**src/rtl/gpio_pad_bus_master_if.sv**
```systemverilog
// Host request/response and pad-vector signals of the pad-side bus master.
// The master modport is the RTL side; the slave modport is the host/pad side.
interface gpio_pad_bus_master_if;
    logic [15:0] io_in;
    logic [15:0] io_out;
    logic [15:0] io_oeb;
    logic        req_valid;
    logic        req_ready;
    logic        req_we;
    logic [7:0]  req_wdata;
    logic        rsp_valid;
    logic [7:0]  rsp_rdata;
    logic        rsp_err;

    modport master (
        input  io_in,
        output io_out,
        output io_oeb,
        input  req_valid,
        output req_ready,
        input  req_we,
        input  req_wdata,
        output rsp_valid,
        output rsp_rdata,
        output rsp_err
    );

    modport slave (
        output io_in,
        input  io_out,
        input  io_oeb,
        output req_valid,
        input  req_ready,
        output req_we,
        output req_wdata,
        input  rsp_valid,
        input  rsp_rdata,
        input  rsp_err
    );
endinterface

```
**src/rtl/gpio_pad_bus_master.sv**
```systemverilog
// Pad-side master: turns single host byte requests into a strobe/ack
// four-phase handshake on a half-duplex 8-bit pad bus, with turnaround and timeout.
module gpio_pad_bus_master #(
    parameter int unsigned TURN_CYCLES = 2,
    parameter int unsigned TIMEOUT     = 255,
    parameter int unsigned SYNC_STAGES = 2
) (
    input  logic                   wb_clk_i,
    input  logic                   rst_n,
    gpio_pad_bus_master_if.master  bus
);

    typedef enum logic [2:0] {
        IDLE    = 3'd0,
        W_SETUP = 3'd1,
        W_STRB  = 3'd2,
        W_HOLD  = 3'd3,
        TURN    = 3'd4,
        R_STRB  = 3'd5,
        R_HOLD  = 3'd6
    } state_t;

    state_t                        r_state;
    state_t                        w_next;
    logic [SYNC_STAGES-1:0][8:0]   r_sync;
    logic [7:0]                    r_cnt;
    logic [7:0]                    r_wdata;
    logic [7:0]                    r_rdata;
    logic                          r_rnw;
    logic                          r_ready_en;

    logic                          w_ack_s;
    logic [7:0]                    w_data_s;
    logic                          w_accept;
    logic                          w_tmo;
    logic                          w_turn_done;
    logic                          w_rsp_valid;
    logic                          w_rsp_err;
    logic                          w_rd_tmo;
    logic                          w_drive;
    logic                          w_strb;

    // ack and data share one synchroniser chain so data is coherent with ack
    always_ff @(posedge wb_clk_i or negedge rst_n) begin
        if (!rst_n) begin
            r_sync <= '0;
        end else begin
            r_sync[0] <= {bus.io_in[10], bus.io_in[7:0]};
            for (int unsigned i = 1; i < SYNC_STAGES; i++) begin
                r_sync[i] <= r_sync[i-1];
            end
        end
    end

    assign w_ack_s     = r_sync[SYNC_STAGES-1][8];
    assign w_data_s    = r_sync[SYNC_STAGES-1][7:0];
    assign w_accept    = (r_state == IDLE) && r_ready_en && bus.req_valid;
    assign w_tmo       = (r_cnt == 8'(TIMEOUT - 1));
    assign w_turn_done = (r_cnt == 8'(TURN_CYCLES - 1));

    always_ff @(posedge wb_clk_i or negedge rst_n) begin
        if (!rst_n) begin
            r_state <= IDLE;
        end else begin
            r_state <= w_next;
        end
    end

    // Timeout fires on the cycle whose increment would reach TIMEOUT, so a
    // silent device sees strb for exactly TIMEOUT cycles.
    always_comb begin
        w_next      = r_state;
        w_rsp_valid = 1'b0;
        w_rsp_err   = 1'b0;
        w_rd_tmo    = 1'b0;
        unique case (r_state)
            IDLE: begin
                if (w_accept) begin
                    w_next = bus.req_we ? W_SETUP : R_STRB;
                end
            end
            W_SETUP: w_next = W_STRB;
            W_STRB: begin
                if (w_ack_s) begin
                    w_next = W_HOLD;
                end else if (w_tmo) begin
                    w_next      = TURN;
                    w_rsp_valid = 1'b1;
                    w_rsp_err   = 1'b1;
                end
            end
            W_HOLD: begin
                if (!w_ack_s) begin
                    w_next      = TURN;
                    w_rsp_valid = 1'b1;
                end else if (w_tmo) begin
                    w_next      = TURN;
                    w_rsp_valid = 1'b1;
                    w_rsp_err   = 1'b1;
                end
            end
            TURN: begin
                if (w_turn_done) begin
                    w_next = IDLE;
                end
            end
            R_STRB: begin
                if (w_ack_s) begin
                    w_next = R_HOLD;
                end else if (w_tmo) begin
                    w_next      = IDLE;
                    w_rsp_valid = 1'b1;
                    w_rsp_err   = 1'b1;
                    w_rd_tmo    = 1'b1;
                end
            end
            R_HOLD: begin
                if (!w_ack_s) begin
                    w_next      = IDLE;
                    w_rsp_valid = 1'b1;
                end else if (w_tmo) begin
                    w_next      = IDLE;
                    w_rsp_valid = 1'b1;
                    w_rsp_err   = 1'b1;
                    w_rd_tmo    = 1'b1;
                end
            end
            default: w_next = IDLE;
        endcase
    end

    always_ff @(posedge wb_clk_i or negedge rst_n) begin
        if (!rst_n) begin
            r_cnt      <= '0;
            r_wdata    <= '0;
            r_rdata    <= '0;
            r_rnw      <= 1'b0;
            r_ready_en <= 1'b0;
        end else begin
            r_ready_en <= 1'b1;
            if (r_state == IDLE || w_next != r_state) begin
                r_cnt <= '0;
            end else begin
                r_cnt <= r_cnt + 8'd1;
            end
            if (w_accept) begin
                r_wdata <= bus.req_wdata;
                r_rnw   <= ~bus.req_we;
            end
            if (r_state == R_STRB && w_ack_s) begin
                r_rdata <= w_data_s;
            end else if (w_rd_tmo) begin
                r_rdata <= '0;
            end
        end
    end

    assign w_drive = (r_state == W_SETUP) || (r_state == W_STRB) || (r_state == W_HOLD);
    assign w_strb  = (r_state == W_STRB) || (r_state == R_STRB);

    always_comb begin
        bus.io_out        = '0;
        bus.io_out[7:0]   = w_drive ? r_wdata : 8'h00;
        bus.io_out[8]     = w_strb;
        bus.io_out[9]     = r_rnw;
        bus.io_oeb        = {8'hFC, (w_drive ? 8'h00 : 8'hFF)};
        bus.req_ready     = r_ready_en && (r_state == IDLE);
        bus.rsp_valid     = w_rsp_valid;
        bus.rsp_err       = w_rsp_err;
        bus.rsp_rdata     = w_rd_tmo ? 8'h00 : r_rdata;
    end

endmodule

```
**src/flat_wrapper.sv**
```systemverilog
// flat-port wrapper written by rule: the top's interface ports become plain ports
module gpio_pad_bus_master_flat 
#(
    parameter int unsigned TURN_CYCLES = 2,
    parameter int unsigned TIMEOUT     = 255,
    parameter int unsigned SYNC_STAGES = 2
)
  (wb_clk_i, rst_n, bus_io_in, bus_io_out, bus_io_oeb, bus_req_valid, bus_req_ready, bus_req_we, bus_req_wdata, bus_rsp_valid, bus_rsp_rdata, bus_rsp_err);
  gpio_pad_bus_master_if bus_i ();
  input  logic wb_clk_i;
  input  logic rst_n;
  input wire logic [$bits(bus_i.io_in)-1:0] bus_io_in;
  output wire logic [$bits(bus_i.io_out)-1:0] bus_io_out;
  output wire logic [$bits(bus_i.io_oeb)-1:0] bus_io_oeb;
  input wire logic [$bits(bus_i.req_valid)-1:0] bus_req_valid;
  output wire logic [$bits(bus_i.req_ready)-1:0] bus_req_ready;
  input wire logic [$bits(bus_i.req_we)-1:0] bus_req_we;
  input wire logic [$bits(bus_i.req_wdata)-1:0] bus_req_wdata;
  output wire logic [$bits(bus_i.rsp_valid)-1:0] bus_rsp_valid;
  output wire logic [$bits(bus_i.rsp_rdata)-1:0] bus_rsp_rdata;
  output wire logic [$bits(bus_i.rsp_err)-1:0] bus_rsp_err;
  assign bus_i.io_in = bus_io_in;
  assign bus_io_out = bus_i.io_out;
  assign bus_io_oeb = bus_i.io_oeb;
  assign bus_i.req_valid = bus_req_valid;
  assign bus_req_ready = bus_i.req_ready;
  assign bus_i.req_we = bus_req_we;
  assign bus_i.req_wdata = bus_req_wdata;
  assign bus_rsp_valid = bus_i.rsp_valid;
  assign bus_rsp_rdata = bus_i.rsp_rdata;
  assign bus_rsp_err = bus_i.rsp_err;
  gpio_pad_bus_master #(.TURN_CYCLES(TURN_CYCLES), .TIMEOUT(TIMEOUT), .SYNC_STAGES(SYNC_STAGES)) u_core (.wb_clk_i(wb_clk_i), .rst_n(rst_n), .bus(bus_i));
endmodule
```
**config.mk**
```make
export PLATFORM = sky130hd
export DESIGN_NAME = gpio_pad_bus_master_flat
export DESIGN_NICKNAME = d
export VERILOG_FILES = /design/src/rtl/gpio_pad_bus_master_if.sv /design/src/rtl/gpio_pad_bus_master.sv /design/src/flat_wrapper.sv
export SDC_FILE = /design/constraint.sdc
export NUM_CORES = 1
export LEC_CHECK = 0
export CORE_MARGIN = 3
export CORE_UTILIZATION = 35
export CTS_CLUSTER_SIZE = 25
export DETAILED_ROUTE_END_ITERATION = 8
export HOLD_SLACK_MARGIN = 0.05
export PLACE_DENSITY = 0.59
export REMOVE_ABC_BUFFERS = 1
export SLEW_MARGIN = 15
export SYNTH_ARGS = -nofsm -noshare
export SYNTH_HDL_FRONTEND = slang
export SYNTH_SLANG_ARGS = --single-unit
```
**constraint.sdc**
```tcl
create_clock -name wb_clk_i -period 2.3 [get_ports wb_clk_i]
set_clock_uncertainty 0.1 [all_clocks]
set_input_delay 0.23 -clock wb_clk_i [delete_from_list [all_inputs] [get_ports wb_clk_i]]
set_output_delay 0.23 -clock wb_clk_i [all_outputs]
set_load 0.02 [all_outputs]
```
# Yosys cells after proc, flatten, opt, wreduce, memory -nomap -nowiden
# Cells that the tools add are included.
# classes
mux	22
eq_ne	9
n_bitwise	1
addsub	1
reduce_logical	10
# op_table
op	n
2-to-1 mux 8 bit	5
2-to-1 mux 3 bit	9
one-hot mux 3 bit (7 select lines)	1
equality test 3 bit, second input constant	3
adder 8 x 1 -> 8 bit, second input constant	1
equality test 8 x 1 -> 1 bit, second input constant	1
equality test 8 bit, second input constant	1
equality test 3 x 2 -> 1 bit, second input constant	2
one-hot mux 1 bit (2 select lines)	3
logical OR 1 bit	4
2-to-1 mux 1 bit	4
OR reduction 2 bit	2
equality test 3 x 1 -> 1 bit, second input constant	1
logical AND 1 bit	3
logical NOT 3 bit	1
inequality test 3 bit	1
NOT 1 bit	1
# totals
word_cells	51
reg_bits	47

# Depth between registers and ports, before layout
# logic_depth
depth_word	8
ltp_mapped	6
depth_no_buf	6

# Worst setup path after synthesis
# OpenSTA, ideal clock, no wires.
# synth_path
path_type	register to output
startpoint	reg u_core.r_cnt[0]
endpoint	out bus_rsp_valid
arrival_time_ns	1.543
path_stages_with_launch	7
slack_ns	0.427
required_time_ns	1.970
n_path_buf	0
path_cell_list	dfrtp_1 inv_1 ha_1 nand3_1 or3_4 a2bb2oi_1 o22ai_1
# synth_between
elab_chain_cells	4
# synth_rtl
element	line_no	rtl
start: declaration	gpio_pad_bus_master.sv:26	logic [7:0] r_cnt;
start signal: assignment	gpio_pad_bus_master.sv:144	r_cnt <= r_cnt + 8'd1;
equality test 8 bit (*)	gpio_pad_bus_master.sv:58	assign w_tmo = (r_cnt == 8'(TIMEOUT - 1));
2-to-1 mux 1 bit (*)	--	
2-to-1 mux 1 bit, on equally long branches	gpio_pad_bus_master.sv:118, gpio_pad_bus_master.sv:108	
one-hot mux 1 bit (2 select lines) (*)	gpio_pad_bus_master.sv:76	unique case (r_state)
end: declaration	flat_wrapper.sv:19	output wire logic [$bits(bus_i.rsp_valid)-1:0] bus_rsp_valid;
# Mark *: on every way between the ends. The rest lies on a longest branch, timed or not.

# Final worst setup path
# layout_path
startpoint	reg u_core.r_cnt[0]
endpoint	out bus_rsp_rdata[6]
# layout_between
elab_chain_cells	5
# layout_rtl
element	line_no	rtl
equality test 8 bit (*)	gpio_pad_bus_master.sv:58	
2-to-1 mux 1 bit (*)	gpio_pad_bus_master.sv:110, gpio_pad_bus_master.sv:121	
2-to-1 mux 1 bit, on equally long branches	gpio_pad_bus_master.sv:118, gpio_pad_bus_master.sv:108	
one-hot mux 1 bit (2 select lines) (*)	gpio_pad_bus_master.sv:76	
2-to-1 mux 8 bit (*)	gpio_pad_bus_master.sv:170	bus.rsp_rdata = w_rd_tmo ? 8'h00 : r_rdata;
end: declaration	flat_wrapper.sv:20	output wire logic [$bits(bus_i.rsp_rdata)-1:0] bus_rsp_rdata;
# Marks and branches as above.

==> impl_results.md <==
* Avg Cell Area, Syn at 11.5 µm²
* IO buf count at 49
* Ys Warns at 0
* Crit end category: primary output
* Final Max Tran Viols at 0
* Post-synthesis sequential area ratio at 0.518
* Synth Instances at 197
* CTS clk-pin slew, worst paths at 90 ps
* R2R Path End: u_core.r_cnt[2]$_DFF_PN0_
* Post-synthesis sequential element count at 47
* Clock share of power at 0.183
* Setup Total Neg Slack at 0 ps
* DR WL/cell at 12.6 µm
* Core Footprint at 6100 µm²
* Setup CP Type: flip-flop to primary output
* Min-Delay Path Class: flip-flop to flip-flop
* Most common flop cell mapped by yosys: dfrtp_1
* Die area at 7490 µm²
* RSZ-0062 raised after global routing: false
* Crit. Startpoint: u_core.r_cnt[0]$_DFF_PN0_
* EDFF count, synth at 0
* Net switching power figure at 0.00127 W
* Synth area leader: dfrtp_1
* CTS tree: done
* Grt ovf at 0
* Slew headroom at 0.611
* Post-DP HPWL at 3060 µm
* Leakage at 1.36 nW
* # IOs at 71
* Combinational share of power at 0.481
* Critical path capture point: bus_rsp_rdata[6]
* Maximum VDD drop at 0.466 mV
* Antenna violations before repair at 0
* R2R Path Start: u_core.r_cnt[1]$_DFF_PN0_
* Tmin final at 2180 ps
* Reg power frac at 0.336
* Syn-to-layout area delta at 28.5%
* Clock latency on the worst-skew pair at 300 ps
* Arrival time at the worst endpoint at 1850 ps
* Reg2reg setup slack at 300 ps
* Via count at 1478
* Post-route DRC violation count at 0
* Diodes inserted at 0
* CTS max path bufs at 2
* Die width at 86.5 µm
* Clock sinks at 47
* Largest net degree at the start of global routing at 48
* Worst EP required at 1970 ps
* GPL Wtd Cong at 0.780
* Outcome: complete, no violations
* Hold Fails Final Rpt at 0
* Post-Syn Area at 2270 µm²
* Post-route ant nets at 0
* Final worst-path cycle share at 0.947
* Post-synth ARST share at 1.00
* Htree depth at 2
* Fmax at 459 MHz
* WL final at 4140 µm
* Share of cells above drive strength 1 at 0.194
* Avg Vias per Cell at 4.51
* Startpoint Class: flip-flop
* Synth top area share at 0.518
* Worst setup margin at 123 ps
* Pwr Total at 0.00335 W
* TritonRoute pass-1 iters at 4
* Iter 0 DRT Violations at 43
* Pwr dens at 1150 nW/µm²
* # setup viols final at 0
* Max Fanout on Critical Path at 8
* Rows at 28
* Nets at 283
* Synth area leaders: dfrtp_1 (52%), buf_4 (8.3%), mux2_2 (6.9%)
* Cells on worst reg2reg path at 7
* Number of max-cap violations at 0
* P_int at 0.00208 W
* Initial Util at 0.372
* Num CTS Buffers at 5
* First-pass GRT wire length at 6890 µm
* Gr usage total at 0.118
* Vias in the first global route at 1452
* Yosys cell types at 47
* Switching portion of total power at 0.379
* Root Buffer: clkbuf_8
* Dpl ws at 44.3 ps
* Die span in y at 86.5 µm
* Least-Margin Pin Slew at 583 ps
worst min path at each step:
| stage | from | endpoint | slack (ps) | cells past startpoint |
|---|---|---|---|---|
| floorplan | rst_n | u_core.r_cnt[0]$_DFF_PN0_ | -170 | 0 |
| global route | bus_io_in[5] | u_core.r_sync[5]$_DFF_PN0_ | 250 | 1 |
| CTS | u_core.r_sync[1]$_DFF_PN0_ | u_core.r_sync[10]$_DFF_PN0_ | 250 | 0 |
| detailed placement | u_core.r_sync[3]$_DFF_PN0_ | u_core.r_sync[12]$_DFF_PN0_ | 230 | 0 |
| global placement | u_core.r_sync[6]$_DFF_PN0_ | u_core.r_sync[15]$_DFF_PN0_ | 230 | 0 |
| finish | u_core.r_sync[1]$_DFF_PN0_ | u_core.r_sync[10]$_DFF_PN0_ | 250 | 0 |
through the flow:
stage	cell area (µm²)	hold WS [ps]	util	std cells
floorplan	2100	-166	-	179
global placement	2810	232	0.461	319
detailed placement	2810	235	0.461	319
CTS	2920	249	0.478	328
global route	2920	250	0.478	328
finish	2920	246	0.478	328
registers in the layout, summed over array words and instances (netlist names):
signal,cells
u_core.r_ready_en,1
u_core.r_wdata,8
u_core.r_rnw,1
u_core.r_state,3
u_core.r_rdata,8
u_core.r_cnt,8
u_core.r_sync,18
per-layer routing:
layer / track usage / vias to the layer above / part of all wire
met5: 0 / - / 0
met4: 0.0382 / 0 / 0.013
met3: 0.0352 / 6 / 0.053
met2: 0.185 / 41 / 0.46
met1: 0.155 / 691 / 0.47
li1: - / 740 / -
Yosys cell counts, drive strengths merged (2+ instances only):
cell / number
xor2: 4
nand3: 6
dfrtp: 47
nor2: 9
and2: 16
mux2i: 2
nor3: 4
mux2: 16
conb: 2
or4b: 2
nor2b: 2
ha: 3
buf: 30
nand2b: 2
o21ai: 6
a21oi: 2
and3: 2
xnor2: 3
o22a: 2
nand2: 9
inv: 6
final cells by class:
class	instances	area, µm²
timing repair buffer	66	597
multi-input combinational	126	910
tap	75	93.8
fill	588	3180
sequential	47	1180
clock inverter	3	47.5
clock buffer	5	68.8
inverter	6	22.5
worst max-delay path, cell delays in order (launching register included):
cell	delay, ps
dfrtp_1	390
inv_1	60
ha_1	160
and3_2	230
o2111ai_4	170
and2_1	230
dlygate4sd2_1	320
layout by cell type, fill, tap and decap left out, types with 3 or more instances in the layout:
| cell | n |
|---|---|
| and2_1 | 16 |
| ha_1 | 3 |
| conb_1 | 15 |
| xnor2_1 | 3 |
| inv_1 | 6 |
| o21ai_0 | 6 |
| xor2_1 | 4 |
| dlygate4sd2_1 | 25 |
| nand2_1 | 9 |
| buf_4 | 15 |
| dfrtp_1 | 46 |
| mux2_2 | 14 |
| nand3_1 | 6 |
| clkbuf_8 | 5 |
| nor2_1 | 9 |
| nor3_1 | 4 |
| clkdlybuf4s50_1 | 20 |
power groups by stage:
stage | Combinational, W | Sequential (W) | Clock (W)
3_3_place_gp | 0.00182 | 0.00114 | 0
5_1_grt | 0.00177 | 0.00116 | 0.000668
3_5_place_dp | 0.00182 | 0.00115 | 0
4_1_cts | 0.00165 | 0.00113 | 0.000632
6_report | 0.00161 | 0.00113 | 0.000613
2_1_floorplan | 0.000944 | 0.00118 | 0
cells by family (layout without fill, tap and decap cells):
logic type | Yosys count | after routing | share of synthesized area
adder cells (fa/ha/maj) | 3 | 3 | 0.0165
other | 2 | 15 | 0.00331
multiplexers | 18 | 18 | 0.0882
buffers and inverters | 37 | 80 | 0.108
XOR/XNOR | 7 | 7 | 0.0270
flip-flops | 47 | 47 | 0.518
AND/OR/NAND/NOR | 62 | 62 | 0.167
AO/OA/AOI/OAI | 21 | 21 | 0.0717
what timing repair did:
action                                 in CTS  in global routing
gates cloned                                0                  0
buffers inserted                            0                  0
hold buffers                                1                  0
resized for setup                          29                  4
setup endpoints to repair                  27                  7
endpoints found under the hold margin      47                  0
(Power assumes the default switching activity.)
==> variant 1: new RTL, same settings <==
Reset style: synchronous (`rst_n`), changed in 3 clocked blocks.
--- a/src/rtl/gpio_pad_bus_master.sv
+++ b/src/rtl/gpio_pad_bus_master.sv
@@ -41,7 +41,7 @@
     logic                          w_strb;
 
     // ack and data share one synchroniser chain so data is coherent with ack
-    always_ff @(posedge wb_clk_i or negedge rst_n) begin
+    always_ff @(posedge wb_clk_i) begin
         if (!rst_n) begin
             r_sync <= '0;
         end else begin
@@ -58,7 +58,7 @@
     assign w_tmo       = (r_cnt == 8'(TIMEOUT - 1));
     assign w_turn_done = (r_cnt == 8'(TURN_CYCLES - 1));
 
-    always_ff @(posedge wb_clk_i or negedge rst_n) begin
+    always_ff @(posedge wb_clk_i) begin
         if (!rst_n) begin
             r_state <= IDLE;
         end else begin
@@ -129,7 +129,7 @@
         endcase
     end
 
-    always_ff @(posedge wb_clk_i or negedge rst_n) begin
+    always_ff @(posedge wb_clk_i) begin
         if (!rst_n) begin
             r_cnt      <= '0;
             r_wdata    <= '0;
Function: differs if rst_n is asserted again (counterexample within 4 cycles, from zero or initial values and one cycle with rst_n low); with rst_n held inactive, the same outputs for 10 cycles.
==> variant 1 against the unedited design <==
Non-clock buffer count up 12; setup slack worse by 0.076 ns; area after synthesis down 4.1%; final area about the same; die area down 3.8%; sequential cell count unchanged; wire length up 14%; critical path type unchanged; critical endpoint is now bus_rsp_rdata[7].
Power is not compared: it rests on default switching activity, and its combinational part moved more than twofold at a synthesized area within 25%.
==> variant 1: results (changes against the unedited design) <==
| Metric | Value |
|---|---|
| DR pass1 iterations | `4 (unchanged)` |
| Placer Congestion | `0.759 (-2.7%)` |
| Sequential share of the synthesized area | `0.432 (-0.0860)` |
| NonClk Buf Share | `0.239 (+0.0345)` |
| Syn avg cell area | `9.03 sq um (-22%)` |
| Metal2 WL | `2080 um (+8.2%)` |
| Post-Synth Adder-Cell Area | `0.0172 (+0.000703)` |
| Largest reg by FF count | `u_core.r_sync` |
| Slowest cell on the critical path | `a2111o_1` |
| Fin cells | `381 (+16%)` |
| ClkCell Share | `0.0321 (-0.00775)` |
| Met3 Use GR | `0.0398 (+0.00463)` |
| Drt initial violations | `98 (+130%)` |
| Via count | `1799 (+22%)` |
| Seq/total area | `0.324 (-0.0801)` |
| # fillers | `599 (+1.9%)` |
| Share of cells above drive strength 1 | `0.173 (-0.0205)` |
| Routing usage on met2 | `0.194 (+0.00933)` |
| Inst Count DP | `359 (+13%)` |
| Pre-CTS setup slack | `-0.00512 ns (-0.0494 ns)` |
| Net count, final | `336 (+19%)` |
| Worst-path maximum fanout | `7 (-1)` |
| First-pass GRT wire length | `7490 um (+8.7%)` |
| GRT Total Usage | `0.130 (+0.0126)` |
| Largest net degree at the start of global routing | `32 (-33%)` |
| Signal buffers | `78 (+18%)` |
| Mux cell area share after synthesis | `0 (-0.0882)` |
| Hpwl dp | `3150 um (+2.9%)` |
| Most used DFF post-synth | `dfxtp_1` |
| Top post-synthesis cells by count | `dfxtp_1 (47), and2_1 (35), buf_4 (24), nand2_1 (24), a21boi_0 (11)` |
| Worst relative slew slack | `0.469 (-0.142)` |
| CTS resizes | `35 (+21%)` |
| Non-clk invs | `4 (-2)` |
| Ranking of synthesized cells by area | `dfxtp_1 (43%), and2_1 (10%), buf_4 (8.3%)` |
| M1 wire length | `2170 um (+12%)` |
| Core area | `0.00596 sq mm (-2.3%)` |
| Number of buffers added on ports | `49 (unchanged)` |
| Design area | `0.00292 sq mm (about the same)` |
| Post-synthesis async set-or-reset flop share | `0 (-1.00)` |
| Routed len/inst | `12.3 um (-2.3%)` |
| Complex-gate fraction of the synthesized area | `0.143 (+0.0709)` |
| Tot Pwr | `about 1.7 mW` |
| CP arrival | `1.92 ns (+0.07 ns)` |
| Multi-In Gates | `169 (+34%)` |
| Met3 WL post-DR | `328 um (+49%)` |
| Cts hold-fix bufs | `0 (-1)` |
| Cell area after placement | `0.00271 sq mm (-3.4%)` |
| Xor-xnor portion of the synthesized cell area | `0.0282 (+0.00115)` |
| Number of synthesized register bits | `47 (unchanged)` |
| Largest stage delay on the critical path | `0.44 ns (+0.05 ns)` |
| Number of global-route vias before repair | `1623 (+12%)` |
| Status | `finished clean` |
| Cell variety after synth | `40 (-15%)` |
| CP delay by family, top | `buffers and inverters` |
| Met1 GRT Util | `0.170 (+0.0144)` |
| Fraction of area in multi-input gates | `0.368 (+0.0559)` |
| Post-CTS setup buffer count | `7 (+7)` |
[variant 1: cell count changes after synthesis, sizes merged, moves of 3 or more]
cell | unedited run | this run
a21boi | 1 | 11
dfrtp | 47 | 0
nor2 | 9 | 6
and2 | 16 | 35
o21ai | 6 | 3
nand2 | 9 | 24
nor4 | 1 | 10
a22o | 0 | 8
mux2 | 16 | 0
a21oi | 2 | 7
dfxtp | 0 | 47
clkbuf | 1 | 6
[variant 1: path summary, 6_finish.rpt]
path,startpoint,to,slack [ns],cells after the start
worst max-delay path,u_core.r_state[0],bus_rsp_rdata[7],0.05,7
worst min register to register,u_core.r_sync[2],u_core.r_sync[11],0.34,1
worst min-delay path,u_core.r_sync[2],u_core.r_sync[11],0.34,1
worst max register to register,u_core.r_state[0],u_core.r_rdata[7],0.12,8
==> variant 2: new RTL, config.mk and constraints unchanged <==
Without the edit above. `SYNC_STAGES` is set to 2 in 2 places; all go to 1.
--- a/src/rtl/gpio_pad_bus_master.sv
+++ b/src/rtl/gpio_pad_bus_master.sv
@@ -3,7 +3,7 @@
 module gpio_pad_bus_master #(
     parameter int unsigned TURN_CYCLES = 2,
     parameter int unsigned TIMEOUT     = 255,
-    parameter int unsigned SYNC_STAGES = 2
+    parameter int unsigned SYNC_STAGES = 1
 ) (
     input  logic                   wb_clk_i,
     input  logic                   rst_n,
--- a/src/flat_wrapper.sv
+++ b/src/flat_wrapper.sv
@@ -3,7 +3,7 @@
 #(
     parameter int unsigned TURN_CYCLES = 2,
     parameter int unsigned TIMEOUT     = 255,
-    parameter int unsigned SYNC_STAGES = 2
+    parameter int unsigned SYNC_STAGES = 1
 )
   (wb_clk_i, rst_n, bus_io_in, bus_io_out, bus_io_oeb, bus_req_valid, bus_req_ready, bus_req_we, bus_req_wdata, bus_rsp_valid, bus_rsp_rdata, bus_rsp_err);
   gpio_pad_bus_master_if bus_i ();
Formal check against the unedited RTL: not equivalent (a bounded check fails within 4 cycles, from zero or initial values and one cycle with rst_n low).
==> variant 2 against the unedited design <==
First-iteration DRC count grew 4.7%; final cell count decreased by 3.0%; total power decreased by 3.6%; utilization is 0.82 points higher; sequential cell count shrank 9; critical path depth is the same; setup slack better by 0.018 ns; final area is 7.0% lower; count of clock-buffer cells in the layout did not move; wire length grew 0.60%; area after synthesis decreased by 9.9%; hold slack improved by 0.023 ns; critical endpoint is now bus_rsp_rdata[7]; largest cell class unchanged.
==> variant 2: results (changes against the unedited design) <==
| Metric | Value |
|---|---|
| Pre-CTS setup slack | `0.0336 ns (-0.0107 ns)` |
| Clock sinks | `38 (-19%)` |
| GRT Total Usage | `0.134 (+0.0167)` |
| Post-Synth Adder-Cell Area | `0.0184 (+0.00182)` |
| Inst Count DP | `308 (-3.4%)` |
| Ranking of synthesized cells by area | `dfrtp_1 (47%), buf_4 (8.8%), mux2_2 (7.7%)` |
| Cell variety after synth | `48 (+2.1%)` |
| Share of cells above drive strength 1 | `0.207 (+0.0136)` |
| Sequential share of the synthesized area | `0.465 (-0.0531)` |
| NonClk Buf Share | `0.221 (+0.0163)` |
| # fillers | `558 (-5.1%)` |
| Hold Path Depth | `1 (+1)` |
| ClkCell Share | `0.0507 (+0.0108)` |
| Drt total wl | `4160 um (+0.60%)` |
| Top post-synthesis cells by count | `dfrtp_1 (38), buf_4 (24), and2_1 (16)` |
| Max reg flops | `9 (-9)` |
| Multi-input gate area | `912 sq um (+0.28%)` |
| Vias per std cell | `4.66 (+3.4%)` |
| Met1 GRT Util | `0.171 (+0.0151)` |
| Worst Setup EP | `bus_rsp_rdata[7]` |
| Hpwl dp | `3030 um (-1.0%)` |
| M1 wire length | `1820 um (-6.3%)` |
| Register area | `951 sq um (-19%)` |
| Status | `finished clean` |
| Mux cell area share after synthesis | `0.0979 (+0.00972)` |
| Largest net degree at the start of global routing | `39 (-19%)` |
| Signal buffers | `68 (+3.0%)` |
| Cells after synthesis | `188 (-4.6%)` |
| Static Leak | `1.28 nW (-6.3%)` |
| Worst-Margin Slew | `0.830 ns (+0.247 ns)` |
| HP Start | `bus_io_in[5]` |
| Complex-gate fraction of the synthesized area | `0.0796 (+0.00789)` |
| WHS Endpoint | `u_core.r_sync[5]` |
| Met3 Use GR | `0.0423 (+0.00713)` |
| Drt initial violations | `45 (+4.7%)` |
| Max IR drop VDD | `0.000616 V (+32%)` |
[variant 2: changes by cell type after synthesis, sizes merged]
cell   unedited run  this run
dfrtp            47        38
[variant 2: repair_timing]
item | in CTS | in global routing
hold buffers | 1 | 0
endpoints found under the hold margin | 38 | 0
setup endpoints to repair | 26 | 11
resized for setup | 28 | 4
buffers inserted | 0 | 1
[variant 2: through the flow]
stage | instance area, sq um | hold slack, ns
6_report | 2710 | 0.269
5_1_grt | 2710 | 0.257
4_1_cts | 2700 | 0.262
3_5_place_dp | 2580 | 0.298
3_3_place_gp | 2580 | 0.296
2_1_floorplan | 1870 | -0.166
[variant 2: power by group through the flow]
stage	Combinational, mW	Sequential [mW]	Clock [mW]
floorplan	0.932	1.00	0
global placement	1.79	0.949	0
detailed placement	1.80	0.957	0
CTS	1.63	0.946	0.705
global route	1.76	0.967	0.739
finish	1.60	0.944	0.684
